--- src/rtl/pixel_pkg.sv ---
// Shared constants and the loader state type for the SPI pixel loader.
package pixel_pkg;

  localparam int unsigned NUM_PIXEL_BYTES = 72;
  localparam int unsigned BYTE_W          = 8;
  localparam int unsigned COUNT_W         = 7;

  typedef enum logic [1:0] {
    StIdle,
    StRecv,
    StFull
  } loader_state_e;

endpackage

--- src/rtl/spi_edge_sync.sv ---
// Multi-flop synchroniser for one asynchronous SPI line, with edge detection
// on the synchronised level.
module spi_edge_sync #(
  parameter int unsigned SYNC_STAGES = 2,
  parameter logic        RESET_VAL   = 1'b0
) (
  input  logic clk,
  input  logic n_rst,
  input  logic din,
  output logic level,
  output logic rise,
  output logic fall
);

  logic [SYNC_STAGES-1:0] sync_q;
  logic                   prev_q;

  // Synchroniser chain plus one extra flop holding the previous synced level.
  always_ff @(posedge clk) begin
    if (!n_rst) begin
      sync_q <= {SYNC_STAGES{RESET_VAL}};
      prev_q <= RESET_VAL;
    end else begin
      sync_q <= {sync_q[SYNC_STAGES-2:0], din};
      prev_q <= sync_q[SYNC_STAGES-1];
    end
  end

  assign level = sync_q[SYNC_STAGES-1];
  assign rise  = level & ~prev_q;
  assign fall  = ~level & prev_q;

endmodule

--- src/rtl/spi_pixel_loader.sv ---
// SPI (mode 0, MSB first) byte receiver feeding the pixel shift register.
// Optional build macro SPI_PIXEL_ECHO_EN: echoes the previous accepted byte on miso.
module spi_pixel_loader
  import pixel_pkg::*;
#(
  parameter int unsigned NUM_BYTES   = NUM_PIXEL_BYTES,
  parameter int unsigned SYNC_STAGES = 2
) (
  input  logic               clk,
  input  logic               n_rst,
  input  logic               sck,
  input  logic               mosi,
  input  logic               ss_n,
  output logic               miso,
  input  logic               network_calc,
  input  logic               clear_img,
  output logic [BYTE_W-1:0]  spi_in,
  output logic               shift_SPI,
  output logic               write_en,
  output logic [COUNT_W-1:0] byte_count,
  output logic               image_ready,
  output logic               overrun
);

  localparam logic [COUNT_W-1:0] CountMax = COUNT_W'(NUM_BYTES);
  localparam logic [COUNT_W-1:0] CountOne = COUNT_W'(1);

  logic sck_level, sck_rise, sck_fall;
  logic ss_level, ss_rise, ss_fall;

  spi_edge_sync #(
    .SYNC_STAGES (SYNC_STAGES),
    .RESET_VAL   (1'b0)
  ) u_sck_sync (
    .clk   (clk),
    .n_rst (n_rst),
    .din   (sck),
    .level (sck_level),
    .rise  (sck_rise),
    .fall  (sck_fall)
  );

  // Select idles high, so a frame already open at reset shows up as a fall.
  spi_edge_sync #(
    .SYNC_STAGES (SYNC_STAGES),
    .RESET_VAL   (1'b1)
  ) u_ss_sync (
    .clk   (clk),
    .n_rst (n_rst),
    .din   (ss_n),
    .level (ss_level),
    .rise  (ss_rise),
    .fall  (ss_fall)
  );

  // Edge outputs not every build needs; kept on a sink to document the choice.
  logic unused_sync;
  assign unused_sync = ^{sck_level, sck_fall, ss_rise};

  logic [SYNC_STAGES-1:0] mosi_q;
  logic                   mosi_s;

  // Plain synchroniser for mosi, same depth so data lines up with sck_rise.
  always_ff @(posedge clk) begin
    if (!n_rst) begin
      mosi_q <= '0;
    end else begin
      mosi_q <= {mosi_q[SYNC_STAGES-2:0], mosi};
    end
  end

  assign mosi_s = mosi_q[SYNC_STAGES-1];

  loader_state_e      state_q, state_d;
  logic [BYTE_W-1:0]  asm_q, asm_d;
  logic [2:0]         bit_cnt_q, bit_cnt_d;
  logic               byte_done_q, byte_done_d;
  logic [BYTE_W-1:0]  spi_in_q, spi_in_d;
  logic               shift_q, shift_d;
  logic [COUNT_W-1:0] count_q, count_d;
  logic               overrun_q, overrun_d;
  logic               byte_take, accept, drop, last_byte;

  // Bit assembly: shift on synced sck rise while selected; deselect or clear
  // throws away any partial byte.
  always_comb begin
    asm_d       = asm_q;
    bit_cnt_d   = bit_cnt_q;
    byte_done_d = 1'b0;
    if (clear_img || ss_level) begin
      bit_cnt_d = '0;
    end else if (sck_rise) begin
      asm_d       = {asm_q[BYTE_W-2:0], mosi_s};
      bit_cnt_d   = bit_cnt_q + 3'd1;
      byte_done_d = (bit_cnt_q == 3'd7);
    end
  end

  // Acceptance, counters and next state; a clear always beats a completing byte.
  always_comb begin
    byte_take = byte_done_q & ~clear_img;
    accept    = byte_take & (state_q != StFull) & ~network_calc & (count_q < CountMax);
    drop      = byte_take & ~accept;
    last_byte = accept & (count_q == CountMax - CountOne);

    spi_in_d  = accept ? asm_q : spi_in_q;
    shift_d   = accept;
    count_d   = count_q;
    overrun_d = overrun_q | drop;
    if (clear_img) begin
      count_d   = '0;
      overrun_d = 1'b0;
    end else if (accept) begin
      count_d = count_q + CountOne;
    end

    state_d = state_q;
    unique case (state_q)
      StIdle: begin
        if (last_byte)    state_d = StFull;
        else if (ss_fall) state_d = StRecv;
      end
      StRecv: begin
        if (last_byte)     state_d = StFull;
        else if (ss_level) state_d = StIdle;
      end
      StFull: begin
        if (clear_img) state_d = ss_level ? StIdle : StRecv;
      end
      default: state_d = StIdle;
    endcase
  end

  // Loader state and datapath registers.
  always_ff @(posedge clk) begin
    if (!n_rst) begin
      state_q     <= StIdle;
      asm_q       <= '0;
      bit_cnt_q   <= '0;
      byte_done_q <= 1'b0;
      spi_in_q    <= '0;
      shift_q     <= 1'b0;
      count_q     <= '0;
      overrun_q   <= 1'b0;
    end else begin
      state_q     <= state_d;
      asm_q       <= asm_d;
      bit_cnt_q   <= bit_cnt_d;
      byte_done_q <= byte_done_d;
      spi_in_q    <= spi_in_d;
      shift_q     <= shift_d;
      count_q     <= count_d;
      overrun_q   <= overrun_d;
    end
  end

  assign spi_in      = spi_in_q;
  assign shift_SPI   = shift_q;
  assign byte_count  = count_q;
  assign overrun     = overrun_q;
  assign image_ready = (count_q == CountMax);
  assign write_en    = (state_q == StRecv) & ~network_calc;

`ifdef SPI_PIXEL_ECHO_EN
  logic [BYTE_W-1:0] echo_q, echo_d;
  logic              miso_q, miso_d;

  // Echo: load the last accepted byte on a byte's first bit, shift out on falls.
  always_comb begin
    echo_d = echo_q;
    miso_d = miso_q;
    if (ss_level) begin
      miso_d = 1'b0;
    end else if (sck_rise && (bit_cnt_q == 3'd0)) begin
      echo_d = spi_in_q;
    end else if (sck_fall) begin
      miso_d = echo_q[BYTE_W-1];
      echo_d = {echo_q[BYTE_W-2:0], 1'b0};
    end
  end

  // Echo shift register and miso output flop.
  always_ff @(posedge clk) begin
    if (!n_rst) begin
      echo_q <= '0;
      miso_q <= 1'b0;
    end else begin
      echo_q <= echo_d;
      miso_q <= miso_d;
    end
  end

  assign miso = miso_q;
`else
  assign miso = 1'b0;
`endif

endmodule

--- config.mk ---
export PLATFORM = sky130hd
export DESIGN_NAME = spi_pixel_loader
export DESIGN_NICKNAME = d
export VERILOG_FILES = /design/src/rtl/pixel_pkg.sv /design/src/rtl/spi_edge_sync.sv /design/src/rtl/spi_pixel_loader.sv
export SDC_FILE = /design/constraint.sdc
export NUM_CORES = 1
export LEC_CHECK = 0
export CAP_MARGIN = 20
export CORE_MARGIN = 10
export CORE_UTILIZATION = 50
export CTS_BUF_LIST = sky130_fd_sc_hd__clkbuf_8 sky130_fd_sc_hd__clkbuf_16
export DETAILED_ROUTE_END_ITERATION = 8
export PLACE_DENSITY = 0.78
export SLEW_MARGIN = 15
export SYNTH_ARGS = -nofsm -noshare
export SYNTH_HDL_FRONTEND = slang
export SYNTH_SLANG_ARGS = --single-unit
--- constraint.sdc ---
create_clock -name clk -period 3.9 [get_ports clk]
set_input_delay 0.78 -clock clk [delete_from_list [all_inputs] [get_ports clk]]
set_output_delay 0.78 -clock clk [all_outputs]
set_load 0.1 [all_outputs]
==> impl_metrics.csv <==
group,metric,value,unit
sta,timing.hold.ws,0.4082,ns
place,routabilityCongestion,0.8136,
detailed_routing,first_pass_iters,4,
detailed_routing,wl_per_cell,13.15,um
clock_tree,clk_pin_slew,0.07,ns
place,place_ws,1.209,ns
pwr,p_sw,0.1523,mW
clock_tree,ctsHtreeMaxLevel,2,
synthesis,seq_area_frac_synth,52.57,%
synthesis,synth_area,1485,um2
sta,hold_viol,0,
synthesis,synthSimpleGateAreaFrac,24.35,%
sta,slew_viol_final,0,
die,initial_core_util,52.94,%
sta,finalCritPeriodShare,70.94,%
clock_tree,cts_hold_buf,0,
sta,max_freq,361.4,MHz
die,die_y,74.50,um
critical_path,cp_num_buf_inv,1,
sta,skew,0.006451,ns
synthesis,ys_warn_count,0,
clock_tree,cts_resized,0,
place,dpl.hpwl,2198,um
clock_tree,cts_sinks,39,
clock_tree,clockBufferDepth,2,
place,io_buffers,25,
synthesis,synthAdderAreaFrac,3.370,%
synthesis,yosysUniqueCellTypes,30,
grt,overflow,0,
sta,rsz0062_at_grt,"false",
detailed_routing,drcViolationCount,0,
grt,grt_start_max_net_pins,21,
final_layout,drive_gt1_share,6.952,%
grt,grtUsageTotal,11.40,%
final_layout,final_core_util,66.32,%
pwr,power,0.7702,mW
die,die_w,74.50,um
final_layout,final_cell_mix,"dfxtp_1, nor2_1, nand2_1",
pwr,pwr-share-seq,52.3,%
critical_path,critPathMaxStageDelay,1.21,ns
clock_tree,numCtsBuffers,5,
pwr,p_comb_share,3.3,%
synthesis,synth_compound_area_share,5.897,%
pwr,switching_share,19.77,%
flow_run,maxCapViolCount,0,
sta,fin_ws,1.133,ns
sta,tns,0,ns
critical_path,path_cells,"clkdlybuf4s50_1",
critical_path,cp_top_family,"buffers and inverters",
synthesis,synth.mux.area_fraction,8.088,%
clock_tree,cts_tree,"yes",
sta,finalCriticalPeriod,2.767,ns
synthesis,avgSynthCellArea,9.282,um2
grt,grt_first_pass_wirelength,4954,um
pwr,powerDensity,414.0,nW/um2
worst_hold_path,min_path_type,"reg -> reg",
synthesis,synthesis.nets,171,
final_layout,fillers,236,
critical_path,start_kind,"register",
critical_path,cpMaxStageDelayCell,"clkdlybuf4s50_1",
sta,worst_pin_slew,0.9860,ns
final_layout,layout_commonest_cell,"dfxtp_1",
synthesis,synthXorXnorAreaFrac,2.359,%
die,num_rows,19,
final_layout,regArea,780.7,um2
detailed_routing,viasPerCell,5.078,
critical_path,worstPathMaxFanout,8,
sta,finalSetupViolCount,0,
synthesis,ys_seq_elements,39,
die,core-area,2805,um2
final_layout,antenna_cells,0,
detailed_routing,vias,1107,
clock_tree,clock_latency,0.29,ns
synthesis,netlist_instances,160,
die,dieArea,5550,um2
grt,grt_pass1_vias,1141,
pwr,intPower,0.6179,mW
sta,slew_headroom,34.06,%
critical_path,worstPathRequired,3.12,ns
critical_path,path_class,"reg -> out",
pwr,vdd_drop_max,306.2,uV
status,status,"finished clean",
final_layout,area_delta_synth_final,25.27,%
pwr,p_clk_share,44.4,%
die,io_pins,27,
clock_tree,clockRootBuffer,"clkbuf_8",
final_layout,final_nets,197,
critical_path,end_kind,"primary output",
final_layout,multi_input_comb_area,663.1,um2
detailed_routing,drt_wl_total,2866,um
detailed_routing,ant_nets,0,
pwr,total_leakage_power,0.7449,nW
grt,antenna_found_initial,0,
synthesis,synth_top_family_by_area,"simple AND/OR/NAND/NOR gates",
clock_tree,cts_setup_buffers,0,
detailed_routing,drtIter0Drc,78,
critical_path,cp.arrival,1.99,ns
[worst register-to-register path, stage by stage, from the launching register on]
cell and delay (ns):
dfxtp_1 0.40, o31ai_2 0.34, nand3_1 0.55, mux2i_1 0.37, nor2_1 0.06
[sequential cells by signal, summed over array words and instances, names as in the netlist]
name,count
asm_q,8
bit_cnt_q,3
byte_count,7
byte_done_q,1
mosi_q,2
overrun,1
shift_SPI,1
spi_in,8
state_q,2
u_sck_sync.prev_q,1
u_sck_sync.sync_q,2
u_ss_sync.prev_q,1
u_ss_sync.sync_q,2
[cell usage after synthesis]
cell type / number / share of area (%)
o21a_1: 1 / 0.51
and2_1: 6 / 2.5
buf_4: 2 / 1.0
and3_1: 1 / 0.42
xnor2_1: 2 / 1.2
a21oi_1: 8 / 2.7
nor3_1: 3 / 1.0
or3_1: 2 / 0.84
conb_1: 1 / 0.25
ha_1: 4 / 3.4
buf_2: 1 / 0.34
nor2_1: 25 / 6.3
nor3b_1: 1 / 0.51
inv_1: 4 / 1.0
clkbuf_1: 3 / 0.76
dfxtp_1: 39 / 53
or4_1: 1 / 0.51
o31ai_2: 1 / 0.84
nand2_1: 24 / 6.1
nand4_1: 3 / 1.3
mux2i_1: 12 / 8.1
a31oi_1: 1 / 0.42
nand2b_1: 6 / 2.5
nor2b_1: 1 / 0.42
xor2_1: 2 / 1.2
o21ai_1: 1 / 0.34
nand3_1: 2 / 0.67
a21o_1: 1 / 0.51
nor3b_4: 1 / 1.3
o32ai_1: 1 / 0.59
[power by group through the flow]
stage / clock network, mW / logic, mW / registers, mW
finish: 0.342 / 0.0255 / 0.403
global route: 0.368 / 0.0284 / 0.403
CTS: 0.348 / 0.0258 / 0.403
detailed placement: 0 / 0.0257 / 0.412
global placement: 0 / 0.0252 / 0.412
floorplan: 0 / 0.0165 / 0.412
[cell families after synthesis]
logic type	Yosys count
simple gates	76
flops	39
compound gates	14
mux	12
buf+inv	10
fa+ha+maj	4
xor+xnor	4
other cells	1
[cell type report]
type,instances,share of cell area [%]
Tap cell,31,2.085
Sequential cell,39,41.96
Multi-Input combinational cell,111,35.64
Inverter,4,0.8070
Clock inverter,2,1.883
Timing Repair Buffer,25,13.18
Clock buffer,6,4.438
[per-layer routing]
metal,share of wire (%),vias to the layer above,track usage [%]
met1,43,507,12.10
li1,-,575,-
met5,0,-,0
met2,51,20,19.98
met4,1.2,0,5.462
met3,5.1,5,3.723
[worst paths after layout]
path / start / end / slack (ns) / depth (start not counted)
worst min-delay path: u_ss_sync.sync_q[0] / u_ss_sync.sync_q[1] / 0.41 / 1
worst max-delay path: byte_count[3] / byte_count[3] / 1.13 / 1
worst min register to register: u_ss_sync.sync_q[0] / u_ss_sync.sync_q[1] / 0.41 / 1
worst max register to register: byte_count[3] / spi_in[1] / 2.06 / 4
[stage by stage]
step	area, um2	std cells
floorplan	1490	160
finish	1861	218
detailed placement	1743	210
global route	1861	218
global placement	1743	210
CTS	1861	218
Power figures use the tool's default switching activity.
